### src/rtl/palette_lut_fader.sv
// Palette lookup with run-time writable palette RAM, transparency flag and
// frame-synchronous global brightness fade. Two-cycle index-to-colour latency.
module palette_lut_fader #(
  parameter int unsigned IDX_W           = 4,
  parameter int unsigned COLOR_W         = 4,
  parameter int unsigned LEVEL_W         = 4,
  parameter int unsigned TRANSPARENT_IDX = 0
) (
  input  logic                   Clk,
  input  logic                   Reset_n,
  input  logic [IDX_W-1:0]       index,
  input  logic                   pix_valid,
  input  logic                   wr_en,
  input  logic [IDX_W-1:0]       wr_addr,
  input  logic [3*COLOR_W-1:0]   wr_data,
  input  logic                   frame_start,
  input  logic [1:0]             fade_cmd,
  input  logic [7:0]             fade_frames,
  output logic [COLOR_W-1:0]     red,
  output logic [COLOR_W-1:0]     green,
  output logic [COLOR_W-1:0]     blue,
  output logic                   transparent,
  output logic                   out_valid,
  output logic                   fade_busy,
  output logic [LEVEL_W:0]       fade_level
);

  localparam int unsigned DEPTH  = 1 << IDX_W;
  localparam int unsigned ENT_W  = 3 * COLOR_W;
  localparam int unsigned PROD_W = COLOR_W + LEVEL_W + 1;
  localparam logic [LEVEL_W:0] MAXL     = (LEVEL_W+1)'(1 << LEVEL_W);
  localparam logic [LEVEL_W:0] LVL_ONE  = (LEVEL_W+1)'(1);
  localparam logic [IDX_W-1:0] TRANS_IX = IDX_W'(TRANSPARENT_IDX);

  typedef enum logic [1:0] {IDLE = 2'd0, FADE_IN = 2'd1, FADE_OUT = 2'd2} state_t;

  logic [ENT_W-1:0] palette [DEPTH];

  logic [ENT_W-1:0] s1_data;
  logic             s1_valid;
  logic             s1_trans;

  state_t           state, state_n;
  logic [LEVEL_W:0] level, level_n;
  logic [7:0]       cnt, cnt_n;
  logic [7:0]       frames_m1;

  // MAXL is a power of two, so the divide reduces to dropping LEVEL_W bits.
  function automatic logic [COLOR_W-1:0] scale(input logic [COLOR_W-1:0] c,
                                               input logic [LEVEL_W:0]   l);
    return COLOR_W'((PROD_W'(c) * PROD_W'(l)) / PROD_W'(MAXL));
  endfunction

  // Palette storage: cleared on reset, written on any cycle
  always_ff @(posedge Clk) begin
    if (!Reset_n) begin
      for (int unsigned i = 0; i < DEPTH; i++) palette[i] <= '0;
    end else if (wr_en) begin
      palette[wr_addr] <= wr_data;
    end
  end

  // Stage 1: palette read (old contents on a same-address write), valid and transparency
  always_ff @(posedge Clk) begin
    if (!Reset_n) begin
      s1_data  <= '0;
      s1_valid <= 1'b0;
      s1_trans <= 1'b0;
    end else begin
      s1_data  <= palette[index];
      s1_valid <= pix_valid;
      s1_trans <= (index == TRANS_IX);
    end
  end

  // Stage 2: brightness-scaled colour, gated by valid
  always_ff @(posedge Clk) begin
    if (!Reset_n) begin
      red         <= '0;
      green       <= '0;
      blue        <= '0;
      transparent <= 1'b0;
      out_valid   <= 1'b0;
    end else begin
      out_valid   <= s1_valid;
      transparent <= s1_valid & s1_trans;
      if (s1_valid) begin
        red   <= scale(s1_data[ENT_W-1 -: COLOR_W], level);
        green <= scale(s1_data[2*COLOR_W-1 -: COLOR_W], level);
        blue  <= scale(s1_data[COLOR_W-1:0], level);
      end else begin
        red   <= '0;
        green <= '0;
        blue  <= '0;
      end
    end
  end

  assign frames_m1 = (fade_frames == 8'd0) ? 8'd0 : fade_frames - 8'd1;

  // Fade FSM state, level and frame counter registers
  always_ff @(posedge Clk) begin
    if (!Reset_n) begin
      state <= IDLE;
      level <= MAXL;
      cnt   <= '0;
    end else begin
      state <= state_n;
      level <= level_n;
      cnt   <= cnt_n;
    end
  end

  // Fade next-state: an acting command pre-empts frame counting for that cycle
  always_comb begin
    state_n = state;
    level_n = level;
    cnt_n   = cnt;
    if (fade_cmd == 2'b11) begin
      state_n = IDLE;
      level_n = MAXL;
      cnt_n   = '0;
    end else if (fade_cmd == 2'b01 && state != FADE_IN) begin
      state_n = FADE_IN;
      cnt_n   = '0;
    end else if (fade_cmd == 2'b10 && state != FADE_OUT) begin
      state_n = FADE_OUT;
      cnt_n   = '0;
    end else begin
      case (state)
        FADE_IN: begin
          if (level == MAXL) begin
            state_n = IDLE;
          end else if (frame_start) begin
            if (cnt >= frames_m1) begin
              cnt_n   = '0;
              level_n = level + LVL_ONE;
              if (level == MAXL - LVL_ONE) state_n = IDLE;
            end else begin
              cnt_n = cnt + 8'd1;
            end
          end
        end
        FADE_OUT: begin
          if (level == '0) begin
            state_n = IDLE;
          end else if (frame_start) begin
            if (cnt >= frames_m1) begin
              cnt_n   = '0;
              level_n = level - LVL_ONE;
              if (level == LVL_ONE) state_n = IDLE;
            end else begin
              cnt_n = cnt + 8'd1;
            end
          end
        end
        default: ;
      endcase
    end
  end

  assign fade_busy  = (state != IDLE);
  assign fade_level = level;

endmodule

### config.mk
export PLATFORM = sky130hd
export DESIGN_NAME = palette_lut_fader
export DESIGN_NICKNAME = d
export VERILOG_FILES = /design/src/rtl/palette_lut_fader.sv
export SDC_FILE = /design/constraint.sdc
export NUM_CORES = 1
export LEC_CHECK = 0
export BUFFER_PORTS_ARGS = -buffer_cell sky130_fd_sc_hd__clkbuf_2
export CAP_MARGIN = 20
export CORE_ASPECT_RATIO = 1.4
export CORE_UTILIZATION = 41
export CTS_CLUSTER_SIZE = 28
export DETAILED_ROUTE_END_ITERATION = 12
export PLACE_DENSITY = 0.68
export SYNTH_ARGS = -nofsm -noshare
export SYNTH_HDL_FRONTEND = slang
export SYNTH_SLANG_ARGS = --single-unit
### constraint.sdc
create_clock -name Clk -period 5.5 [get_ports Clk]
set_input_delay 0.275 -clock Clk [delete_from_list [all_inputs] [get_ports Clk]]
set_output_delay 0.275 -clock Clk [all_outputs]
set_load 0.05 [all_outputs]
==> flow_summary.html <==
<table>
<tr><th>Metric</th><th>Value</th></tr>
<tr><th colspan="2">STA</th></tr>
<tr><td>Final setup fails</td><td>0</td></tr>
<tr><td>Hold Vio Cnt, Final</td><td>0</td></tr>
<tr><td>RSZ-0062 raised after global routing</td><td>false</td></tr>
<tr><td>Max-slew headroom at the worst pin</td><td>0.3129</td></tr>
<tr><td>Transition at the pin with the smallest max-transition slack</td><td>1.026 ns</td></tr>
<tr><td>Final min period</td><td>3.333 ns</td></tr>
<tr><td>Fmax</td><td>300.1 MHz</td></tr>
<tr><td>Final setup skew</td><td>0.02340 ns</td></tr>
<tr><td>Max Slew Vio Count</td><td>0</td></tr>
<tr><td>Post-layout worst setup margin</td><td>2.167 ns</td></tr>
<tr><td>Portion of the clock cycle consumed by the worst path in the final layout</td><td>0.6059</td></tr>
<tr><td>Final TNS setup</td><td>0 ns</td></tr>
<tr><th colspan="2">Clock tree</th></tr>
<tr><td>Clock transition at the register clock pins on the worst setup and hold paths after CTS</td><td>0.06 ns</td></tr>
<tr><td>Max Buffers Root-to-Sink</td><td>3</td></tr>
<tr><td>Max H-tree Level</td><td>1</td></tr>
<tr><td>Clock net sink count</td><td>235</td></tr>
<tr><td>Cell at the root of the clock tree</td><td>sky130_fd_sc_hd__clkbuf_16</td></tr>
<tr><td>Worst-skew pair later-pin latency</td><td>0.53 ns</td></tr>
<tr><td>CTS tree</td><td>yes</td></tr>
<tr><td>Inserted Clock Buffers</td><td>26</td></tr>
<tr><td>CTS Hold Bufs</td><td>1</td></tr>
<tr><td>CTS resizes</td><td>0</td></tr>
<tr><td>Post-CTS Repair Setup Buffers</td><td>0</td></tr>
<tr><th colspan="2">Critical path</th></tr>
<tr><td>Worst setup path start</td><td>fade_level[2]$_SDFFE_PP0P_</td></tr>
<tr><td>Worst Path Required</td><td>5.91 ns</td></tr>
<tr><td>Worst R2R Start</td><td>fade_level[2]$_SDFFE_PP0P_</td></tr>
<tr><td>CP most frequent cell</td><td>sky130_fd_sc_hd__fa_1</td></tr>
<tr><td>Category of the worst setup path launch point</td><td>register</td></tr>
<tr><td>Worst Path Class, Setup</td><td>reg -&gt; reg</td></tr>
<tr><td>Setup slack of the most critical reg-to-reg path</td><td>2.17 ns</td></tr>
<tr><td>Critical path cell sequence</td><td>nand2_1, fa_1, inv_1, fa_1, ha_1, a21o_1, a31o_2, a21oi_1, xor2_1, nor2_1</td></tr>
<tr><td>Worst r2r path cells</td><td>10</td></tr>
<tr><td>Worst endpoint data arrival time</td><td>3.74 ns</td></tr>
<tr><td>Slowest-stage cell, CP</td><td>sky130_fd_sc_hd__dfxtp_1</td></tr>
<tr><td>Highest net fanout along the worst path</td><td>23</td></tr>
<tr><td>Worst setup EP type</td><td>register</td></tr>
<tr><td>Worst path max stage delay</td><td>0.76 ns</td></tr>
<tr><td>Capture point of the worst path</td><td>blue[2]$_SDFF_PN0_</td></tr>
<tr><td>Critical register-to-register path endpoint</td><td>blue[2]$_SDFF_PN0_</td></tr>
<tr><th colspan="2">Logic synthesis</th></tr>
<tr><td>FF+latch count, synth</td><td>235</td></tr>
<tr><td>Syn Std Cell Area</td><td>12320 um2</td></tr>
<tr><td>Post-synth top cells</td><td>sky130_fd_sc_hd__and2_1, sky130_fd_sc_hd__edfxtp_1, sky130_fd_sc_hd__mux4_2</td></tr>
<tr><td>Avg Synthesized Cell Area</td><td>12.82 um2</td></tr>
<tr><td>Portion of the post-synthesis area used by sequential elements</td><td>0.5377</td></tr>
<tr><td>Number of enable flip-flop cells after synthesis</td><td>192</td></tr>
<tr><td>Synthesized netlist net count</td><td>1057</td></tr>
<tr><td>Synth area leaders</td><td>sky130_fd_sc_hd__edfxtp_1, sky130_fd_sc_hd__and2_1, sky130_fd_sc_hd__mux4_2</td></tr>
<tr><td>Most used standard cell by instance count after synthesis</td><td>sky130_fd_sc_hd__and2_1</td></tr>
<tr><td>Yosys warning total</td><td>0</td></tr>
<tr><td>Asr flop ratio synth</td><td>0</td></tr>
<tr><td>Dominant cell type by area after synthesis</td><td>sky130_fd_sc_hd__edfxtp_1</td></tr>
<tr><td>Cells after synthesis</td><td>961</td></tr>
<tr><td>Area fraction of the dominant cell type after synthesis</td><td>0.4678</td></tr>
<tr><td>Library cells used by synthesis</td><td>57</td></tr>
<tr><td>Leading register cell type out of synthesis</td><td>sky130_fd_sc_hd__edfxtp_1</td></tr>
<tr><th colspan="2">Worst hold path</th></tr>
<tr><td>Type of the worst min-delay path</td><td>in -&gt; reg</td></tr>
<tr><th colspan="2">Power and ir drop</th></tr>
<tr><td>Maximum vdd drop</td><td>233.8 uV</td></tr>
<tr><td>Leakage</td><td>0.005231 uW</td></tr>
<tr><td>Pwr per Cell Area</td><td>294.0 nW/um2</td></tr>
<tr><th colspan="2">Route</th></tr>
<tr><td>Total wire length</td><td>27.57 mm</td></tr>
<tr><td>Routed length per placed instance</td><td>19.68 um</td></tr>
<tr><td>Residual DRC</td><td>0</td></tr>
<tr><td>Total iterations of the first detailed-routing run</td><td>5</td></tr>
<tr><td>Number of vias in the routed layout</td><td>7439</td></tr>
<tr><td>Detail Route Antenna Nets</td><td>0</td></tr>
<tr><td>Initial DRC Count</td><td>433</td></tr>
<tr><td>Number of vias per cell</td><td>5.310</td></tr>
<tr><th colspan="2">GRT</th></tr>
<tr><td>Global-route wire length before repair</td><td>43.48 mm</td></tr>
<tr><td>GR Util All Layers</td><td>0.1861</td></tr>
<tr><td>Via count of the first global-routing pass</td><td>7868</td></tr>
<tr><td>Grt ovf</td><td>0</td></tr>
<tr><td>Initial antenna violation count</td><td>1</td></tr>
<tr><td>Largest net degree at the start of global routing</td><td>50</td></tr>
<tr><th colspan="2">Die</th></tr>
<tr><td>Starting density of the core</td><td>0.4199</td></tr>
<tr><td>DIE AREA</td><td>30770 um2</td></tr>
<tr><td>Site Rows</td><td>74</td></tr>
<tr><td>Core Footprint</td><td>29350 um2</td></tr>
<tr><td>Number of top-level pins</td><td>55</td></tr>
<tr><td>DIE HEIGHT</td><td>207.1 um</td></tr>
<tr><td>Die Width</td><td>148.5 um</td></tr>
<tr><th colspan="2">Place</th></tr>
<tr><td>Worst slack after detailed placement</td><td>2.132 ns</td></tr>
<tr><td>HPWL Detailed</td><td>18.55 mm</td></tr>
<tr><td>Routability-driven placement congestion ratio</td><td>0.8298</td></tr>
<tr><td>Number of input and output port buffers inserted</td><td>54</td></tr>
<tr><th colspan="2">Outcome</th></tr>
<tr><td>Outcome</td><td>completed</td></tr>
<tr><th colspan="2">Finish</th></tr>
<tr><td>Share of layout cells above drive strength 1</td><td>0.1735</td></tr>
<tr><td>Relative area change from synthesis to final layout</td><td>11.45%</td></tr>
<tr><td>Final standard cell utilization of the core</td><td>0.4680</td></tr>
<tr><td>Fin nets</td><td>1096</td></tr>
<tr><th colspan="2">Run</th></tr>
<tr><td>Number of maximum-capacitance constraint violations</td><td>0</td></tr>
</table>
## where the power goes
part / switching, uW / total (uW) / internal (uW)
combinational: 209 / 356 / 148
sequential: 33.0 / 2050 / 2020
clock: 689 / 1630 / 944
## cells in the final DEF, fill, tap and decap left out, drive strengths merged, types with 7 or more instances in the layout
master	n
clkinv	10
dfxtp	43
a31oi	9
edfxtp	192
nand2	51
o21ai	23
nor4	10
nor3	9
buf	21
xnor2	14
xor2	8
clkbuf	86
inv	37
nand3	20
mux4	60
a21oi	15
nor2	34
nand4	7
fa	15
nand2b	10
and2	234
ha	46
## worst max-delay path, delay by kind of cell (launching register included)
| kind | cells | cell delay (ns) |
|---|---|---|
| AND/OR/NAND/NOR | 2 | 0.24 |
| flip-flops | 1 | 0.76 |
| XOR/XNOR | 1 | 0.16 |
| AO/OA/AOI/OAI | 3 | 0.61 |
| buffers and inverters | 1 | 0.06 |
| adder cells (fa/ha/maj) | 3 | 1.38 |
## per-layer routing
| layer | global-route usage | wire length [um] | vias to the layer above |
|---|---|---|---|
| li1 | - | - | 3537 |
| met1 | 0.2098 | 10380 | 3693 |
| met2 | 0.3513 | 15100 | 163 |
| met3 | 0.02731 | 1321 | 46 |
| met4 | 0.06186 | 765 | 0 |
| met5 | 0 | 0 | - |
## worst min path at each step
stage                                    from                     end  cells past startpoint
after floorplan                     pix_valid     s1_valid$_SDFF_PN0_                      1
after global placement    s1_valid$_SDFF_PN0_  transparent$_SDFF_PN0_                      1
after detailed placement  s1_valid$_SDFF_PN0_  transparent$_SDFF_PN0_                      1
after CTS                         frame_start   state[1]$_SDFFE_PP0P_                      3
after global routing              frame_start   state[1]$_SDFFE_PP0P_                      3
final                             frame_start   state[1]$_SDFFE_PP0P_                      3
## sequential cells by signal, summed over array words and instances (netlist names)
signal       flops
blue             4
cnt              8
fade_level       5
green            4
out_valid        1
palette        192
red              4
s1_data         12
s1_trans         1
s1_valid         1
state            2
transparent      1
## area by class of cell
| cell class | count | area (um2) |
|---|---|---|
| Fill cell | 2579 | 15620 |
| Sequential cell | 235 | 6626 |
| Multi-Input combinational cell | 627 | 5274 |
| Clock buffer | 34 | 701.9 |
| Tap cell | 380 | 475.5 |
| Timing Repair Buffer | 74 | 425.4 |
| Inverter | 36 | 135.1 |
| Clock inverter | 14 | 95.09 |
| Antenna cell | 1 | 2.502 |
## kinds of logic after synthesis
kind of cell | after synthesis | synth area share
xor gates and xnor gates | 22 | 0.01563
muxes | 65 | 0.1148
DFF | 235 | 0.5377
and+or+nand+nor | 400 | 0.1859
adders and majority gates | 61 | 0.07107
buffers and inverters | 99 | 0.03442
AOI/OAI and AO/OA | 79 | 0.04051
## stage by stage
step	total power, uW	instances	cell area (um2)	hold slack, ns
floorplan	2316	961	12320	0.4023
global placement	2439	1351	12930	0.4716
detailed placement	2450	1351	12930	0.4854
CTS	4073	1400	13730	0.1713
global route	4178	1400	13730	0.2043
finish	4039	1401	13740	0.1848
Note: power is estimated with default switching activity, not from simulation.
